--- config.mk ---
export PLATFORM = sky130hd
export DESIGN_NAME = wire_test_ctrl
export DESIGN_NICKNAME = d
export VERILOG_FILES = /design/src/rtl/wire_test_pkg.sv /design/src/rtl/wire_test_step_timer.sv /design/src/rtl/wire_test_ctrl.sv
export SDC_FILE = /design/constraint.sdc
export NUM_CORES = 1
export LEC_CHECK = 0
export CORE_ASPECT_RATIO = 1.5
export CORE_MARGIN = 8
export CORE_UTILIZATION = 47
export DETAILED_ROUTE_END_ITERATION = 10
export PLACE_DENSITY_LB_ADDON = 0.12
export SLEW_MARGIN = 20
export SYNTH_ARGS = -nofsm -noshare
export SYNTH_HDL_FRONTEND = slang
export SYNTH_HIERARCHICAL = 1
export SYNTH_SLANG_ARGS = --single-unit
--- constraint.sdc ---
create_clock -name clk -period 2.7 [get_ports clk]
set_clock_uncertainty 0.2 [all_clocks]
set_input_delay 0.405 -clock clk [delete_from_list [all_inputs] [get_ports clk]]
set_output_delay 0.405 -clock clk [all_outputs]
set_load 0.05 [all_outputs]
--- src/rtl/wire_test_pkg.sv ---
// Shared types and constants for the wire-block test sequencer.
package wire_test_pkg;

  typedef enum logic [1:0] {
    ST_IDLE = 2'd0,
    ST_RUN  = 2'd1,
    ST_DONE = 2'd2
  } state_t;

  localparam logic [15:0] DEFAULT_PATTERN = 16'h000A;

  typedef logic [3:0] step_t;

endpackage

--- src/rtl/wire_test_step_timer.sv ---
// Hold/step counter: flags the last cycle of each step and the final step of a run.
module wire_test_step_timer
  import wire_test_pkg::*;
#(
  parameter int HOLD_CYCLES = 20,
  parameter int NUM_STEPS   = 4
) (
  input  logic  clk,
  input  logic  rst,
  input  logic  restart,
  input  logic  advance,
  output logic  sample_pulse,
  output logic  last_step,
  output step_t step
);

  localparam int HW = (HOLD_CYCLES > 1) ? $clog2(HOLD_CYCLES) : 1;
  localparam logic [HW-1:0] HOLD_LAST = HW'(HOLD_CYCLES - 1);

  logic [HW-1:0] hold_q;
  step_t         step_q;

  assign step         = step_q;
  assign last_step    = (step_q == step_t'(NUM_STEPS - 1));
  assign sample_pulse = advance && (hold_q == HOLD_LAST);

  // On the final sample the counters park; the next restart rewinds them.
  always_ff @(posedge clk) begin
    if (rst || restart) begin
      hold_q <= '0;
      step_q <= '0;
    end else if (advance) begin
      if (hold_q != HOLD_LAST) begin
        hold_q <= hold_q + HW'(1);
      end else if (!last_step) begin
        hold_q <= '0;
        step_q <= step_q + step_t'(1);
      end
    end
  end

endmodule

--- src/rtl/wire_test_ctrl.sv ---
// Drives a bit pattern onto wire_a, checks both fanouts on each step's last cycle,
// and reports error count, first failing step and pass/fail.
module wire_test_ctrl
  import wire_test_pkg::*;
#(
  parameter int          HOLD_CYCLES = 20,
  parameter int          NUM_STEPS   = 4,
  parameter logic [15:0] PATTERN     = DEFAULT_PATTERN,
  parameter int          ERR_W       = 8
) (
  input  logic             clk,
  input  logic             rst,
  input  logic             start,
  output logic             wire_a,
  input  logic             wire_b,
  input  logic             wire_c,
  output logic             busy,
  output logic             done,
  output logic             pass,
  output logic [ERR_W-1:0] err_count,
  output logic [3:0]       first_fail_step,
  output logic [1:0]       dbg_state
);

  state_t state_q, state_d;
  logic   restart, advance, sample_pulse, last_step, fail_seen;
  step_t  step, next_step;
  logic [1:0]       mism;
  logic [ERR_W:0]   err_sum;
  logic [ERR_W-1:0] err_next;

  assign dbg_state = state_q;
  assign busy      = (state_q == ST_RUN);
  assign done      = (state_q == ST_DONE);
  assign restart   = (state_q == ST_IDLE) && start;
  assign advance   = (state_q == ST_RUN);
  assign next_step = step + step_t'(1);

  wire_test_step_timer #(
    .HOLD_CYCLES (HOLD_CYCLES),
    .NUM_STEPS   (NUM_STEPS)
  ) u_timer (
    .clk          (clk),
    .rst          (rst),
    .restart      (restart),
    .advance      (advance),
    .sample_pulse (sample_pulse),
    .last_step    (last_step),
    .step         (step)
  );

  // Mismatch count for this cycle, added with saturation at all-ones.
  assign mism     = {1'b0, wire_b ^ wire_a} + {1'b0, wire_c ^ wire_a};
  assign err_sum  = {1'b0, err_count} + (ERR_W+1)'(mism);
  assign err_next = err_sum[ERR_W] ? '1 : err_sum[ERR_W-1:0];

  always_comb begin
    state_d = state_q;
    case (state_q)
      ST_IDLE: if (start) state_d = ST_RUN;
      ST_RUN:  if (sample_pulse && last_step) state_d = ST_DONE;
      ST_DONE: state_d = ST_IDLE;
      default: state_d = ST_IDLE;
    endcase
  end

  always_ff @(posedge clk) begin
    if (rst) begin
      state_q         <= ST_IDLE;
      wire_a          <= 1'b0;
      err_count       <= '0;
      pass            <= 1'b0;
      first_fail_step <= '0;
      fail_seen       <= 1'b0;
    end else begin
      state_q <= state_d;
      if (restart) begin
        wire_a          <= PATTERN[0];
        err_count       <= '0;
        pass            <= 1'b0;
        first_fail_step <= '0;
        fail_seen       <= 1'b0;
      end else if (sample_pulse) begin
        err_count <= err_next;
        if ((mism != 2'd0) && !fail_seen) begin
          first_fail_step <= step;
          fail_seen       <= 1'b1;
        end
        if (last_step) begin
          wire_a <= 1'b0;
          pass   <= (err_next == '0);
        end else begin
          wire_a <= PATTERN[next_step];
        end
      end
    end
  end

endmodule
==> out/metrics.yaml <==
final-max-slew-violation-count: 0
rrSetupSlack_ns: 0.15
setup_violations: 0
antenna_found_initial: 0
cts.sinks: 26
maxSlewHeadroom_pct: 62.69
syn_nets: 177
holdCritStartpoint: "fail_seen$_SDFFE_PP0P_"
diodes: 0
synthFlopType: "dfxtp_1"
grt-ovfl-total: 0
r2r_end: "err_count[6]$_SDFFE_PP0P_"
route.vias.total: 1350
fin_cells: 235
endpoint_kind: "flop"
cts_tree: "built"
yosys_warnings: 6
final_area_sq_um: 1862
grt_use_total_pct: 14.45
dp.cells: 228
p_total_mw: 0.7714
avgViaCountPerCell: 5.745
portBuffers: 22
wl_microns: 3577
area_delta_synth_final_pct: 28.94
peakVddDrop_uv: 493.8
drive_above_1_share_pct: 16.33
wl_per_cell_microns: 15.22
wl_met1_microns: 1366
initial_core_util_pct: 49.57
fin_tns_setup_ns: 0
nNetsFinal: 209
worstHoldPathCells: 2
max_freq_ghz: 0.3915
placed_area_sq_um: 1743
p_per_area_nw_per_um2: 414.3
die_x_microns: 61.26
core_area_sq_um: 2913
grt_max_degree: 16
clk_pin_slew_ns: 0.10
die-area_sq_um: 5138
grt_pass1_vias: 1359
root_buffer: "clkbuf_8"
critPathKind: "reg -> reg"
timing.rr.start: "wire_a$_SDFFE_PP0P_"
worstPathRequired_ns: 2.67
gp_congestion: 0.9272
syn_area_sq_um: 1444
avgSynthCellArea_sq_um: 8.751
rr_worst_depth: 11
drt_iter0_drc: 49
top_layer: "met4"
htreeDepth: 1
grt_pass1_wl_microns: 5989
hold_path.class: "reg -> reg"
maxCapViolCount: 0
hold_slack_ns: 0.3099
yosysSeqAreaShare_pct: 36.05
ys_ff_latch: 26
clk_latency_ns: 0.27
start_kind: "flop"
drc: 0
die_h_microns: 83.89
min_to: "fail_seen$_SDFFE_PP0P_"
critical_path_arrival_ns: 2.52
crit_path_max_fanout: 6
first_pass_iters: 4
dp_hpwl_microns: 2705
num_rows: 24
clock_path_buffers: 2
post-route-period-util_pct: 94.61
synth_edf_count: 0
status: "finished clean"
worst_pin_slew_ns: 0.5584
finalCriticalPeriod_ns: 2.555
syn_inst: 165
dr_wl_met2_microns: 2018
leakage_nw: 0.6805
dr_wl_met3_microns: 124
io_pins: 23
async_flop_share_pct: 0
antenna_left: 0
synth.distinct_cells: 49
cts_made_buffers: 3
grt_setup_unrepaired: "false"
final_hold_viol_count: 0
-- where the power goes --
group          internal, mW  switching, mW
Sequential            0.385        0.00255
Combinational        0.0225         0.0359
Clock                 0.198          0.127
Total                 0.606          0.166
-- per-layer routing --
layer | global-route usage (%) | vias to the layer above
met3 | 2.315 | 8
li1 | - | 674
met4 | 5.757 | 0
met5 | 0 | -
met1 | 14.94 | 640
met2 | 26.48 | 28
-- kinds of logic (layout without fill, tap and decap cells) --
| family | after synthesis | count (layout) | share of synthesized area [%] |
|---|---|---|---|
| simple gates | 71 | 71 | 29.38 |
| compound gates | 35 | 35 | 16.03 |
| flops | 26 | 26 | 36.05 |
| buf+inv | 16 | 47 | 5.199 |
| fa+ha+maj | 7 | 7 | 6.586 |
| mux | 7 | 7 | 4.939 |
| xor+xnor | 3 | 3 | 1.820 |
-- synthesized netlist by cell type, types with 2 or more instances --
master | count | area (sq um)
or4_1 | 4 | 30.03
inv_1 | 11 | 41.29
nand4_1 | 7 | 43.79
nor3b_1 | 8 | 60.06
nand3_1 | 7 | 35.03
nor2_1 | 13 | 48.80
nand2_1 | 10 | 37.54
o31ai_1 | 4 | 30.03
a21o_1 | 2 | 15.01
a21oi_1 | 12 | 60.06
buf_6 | 2 | 22.52
nor3_1 | 3 | 15.01
or2_2 | 2 | 12.51
xnor2_1 | 2 | 17.52
nor2b_1 | 4 | 25.02
ha_1 | 6 | 75.07
clkbuf_1 | 3 | 11.26
dfxtp_1 | 26 | 520.5
o21ai_0 | 4 | 20.02
mux2i_1 | 6 | 60.06
-- cells in the final DEF (no fill, tap or decap), drive strengths merged, types with 2 or more instances in the layout --
master          n
a21o            2
a21oi          12
buf            10
clkbuf          3
clkdlybuf4s50  20
dfxtp          26
ha              6
inv            11
mux2i           6
nand2          10
nand3           7
nand4           7
nor2           13
nor2b           4
nor3            3
nor3b           9
o21ai           5
o31ai           4
or2             2
or4             4
xnor2           2
-- critical path: stages (launching register included) --
cell	delay, ns
dfxtp_4	0.39
xor2_1	0.18
inv_1	0.06
ha_1	0.29
ha_2	0.18
inv_2	0.04
fa_2	0.36
and3b_2	0.31
buf_6	0.11
nand4_1	0.10
mux2i_1	0.18
nor2_1	0.05
-- final cells by class --
cell class | count | area (sq um)
clock inverters | 1 | 30.03
clock buffers | 3 | 41.29
flip-flops and latches | 26 | 524.3
well taps | 39 | 48.80
inverters | 11 | 41.29
fillers | 261 | 1051
repair buffers | 32 | 300.3
multi-input cells | 123 | 875.8
-- registers in the layout, indices dropped and copies added, names as in the netlist --
register,count
dbg_state,2
pass,1
err_count,8
u_timer/hold_q,5
first_fail_step,4
u_timer/step,4
wire_a,1
fail_seen,1
-- how the worst max path moves through the flow --
| stage | startpoint | endpoint | cells past startpoint | slack [ns] |
|---|---|---|---|---|
| 3_5_place_dp | wire_c | pass$_SDFFE_PP0P_ | 11 | -0.46 |
| 5_1_grt | wire_a$_SDFFE_PP0P_ | err_count[6]$_SDFFE_PP0P_ | 11 | 0.06 |
| 3_3_place_gp | wire_c | pass$_SDFFE_PP0P_ | 11 | -0.35 |
| 4_1_cts | wire_b | pass$_SDFFE_PP0P_ | 10 | 0.06 |
| 2_1_floorplan | wire_a$_SDFFE_PP0P_ | pass$_SDFFE_PP0P_ | 11 | 0.04 |
| 6_report | wire_a$_SDFFE_PP0P_ | err_count[6]$_SDFFE_PP0P_ | 11 | 0.15 |
-- through the flow --
stage,util (%),setup WS [ns]
after floorplan,-,0.03870
after global placement,59.84,-0.3525
after detailed placement,59.84,-0.4567
after CTS,63.14,0.05569
after global routing,63.92,0.05921
final,63.92,0.1454
-- repair_timing --
item | CTS | global route
hold buffers | 0 | 0
buffers inserted | 2 | 1
resized for setup | 7 | 3
pin swaps | 5 | 3
setup endpoints to repair | 8 | 4
No activity file was read; power rests on OpenSTA's default activity.
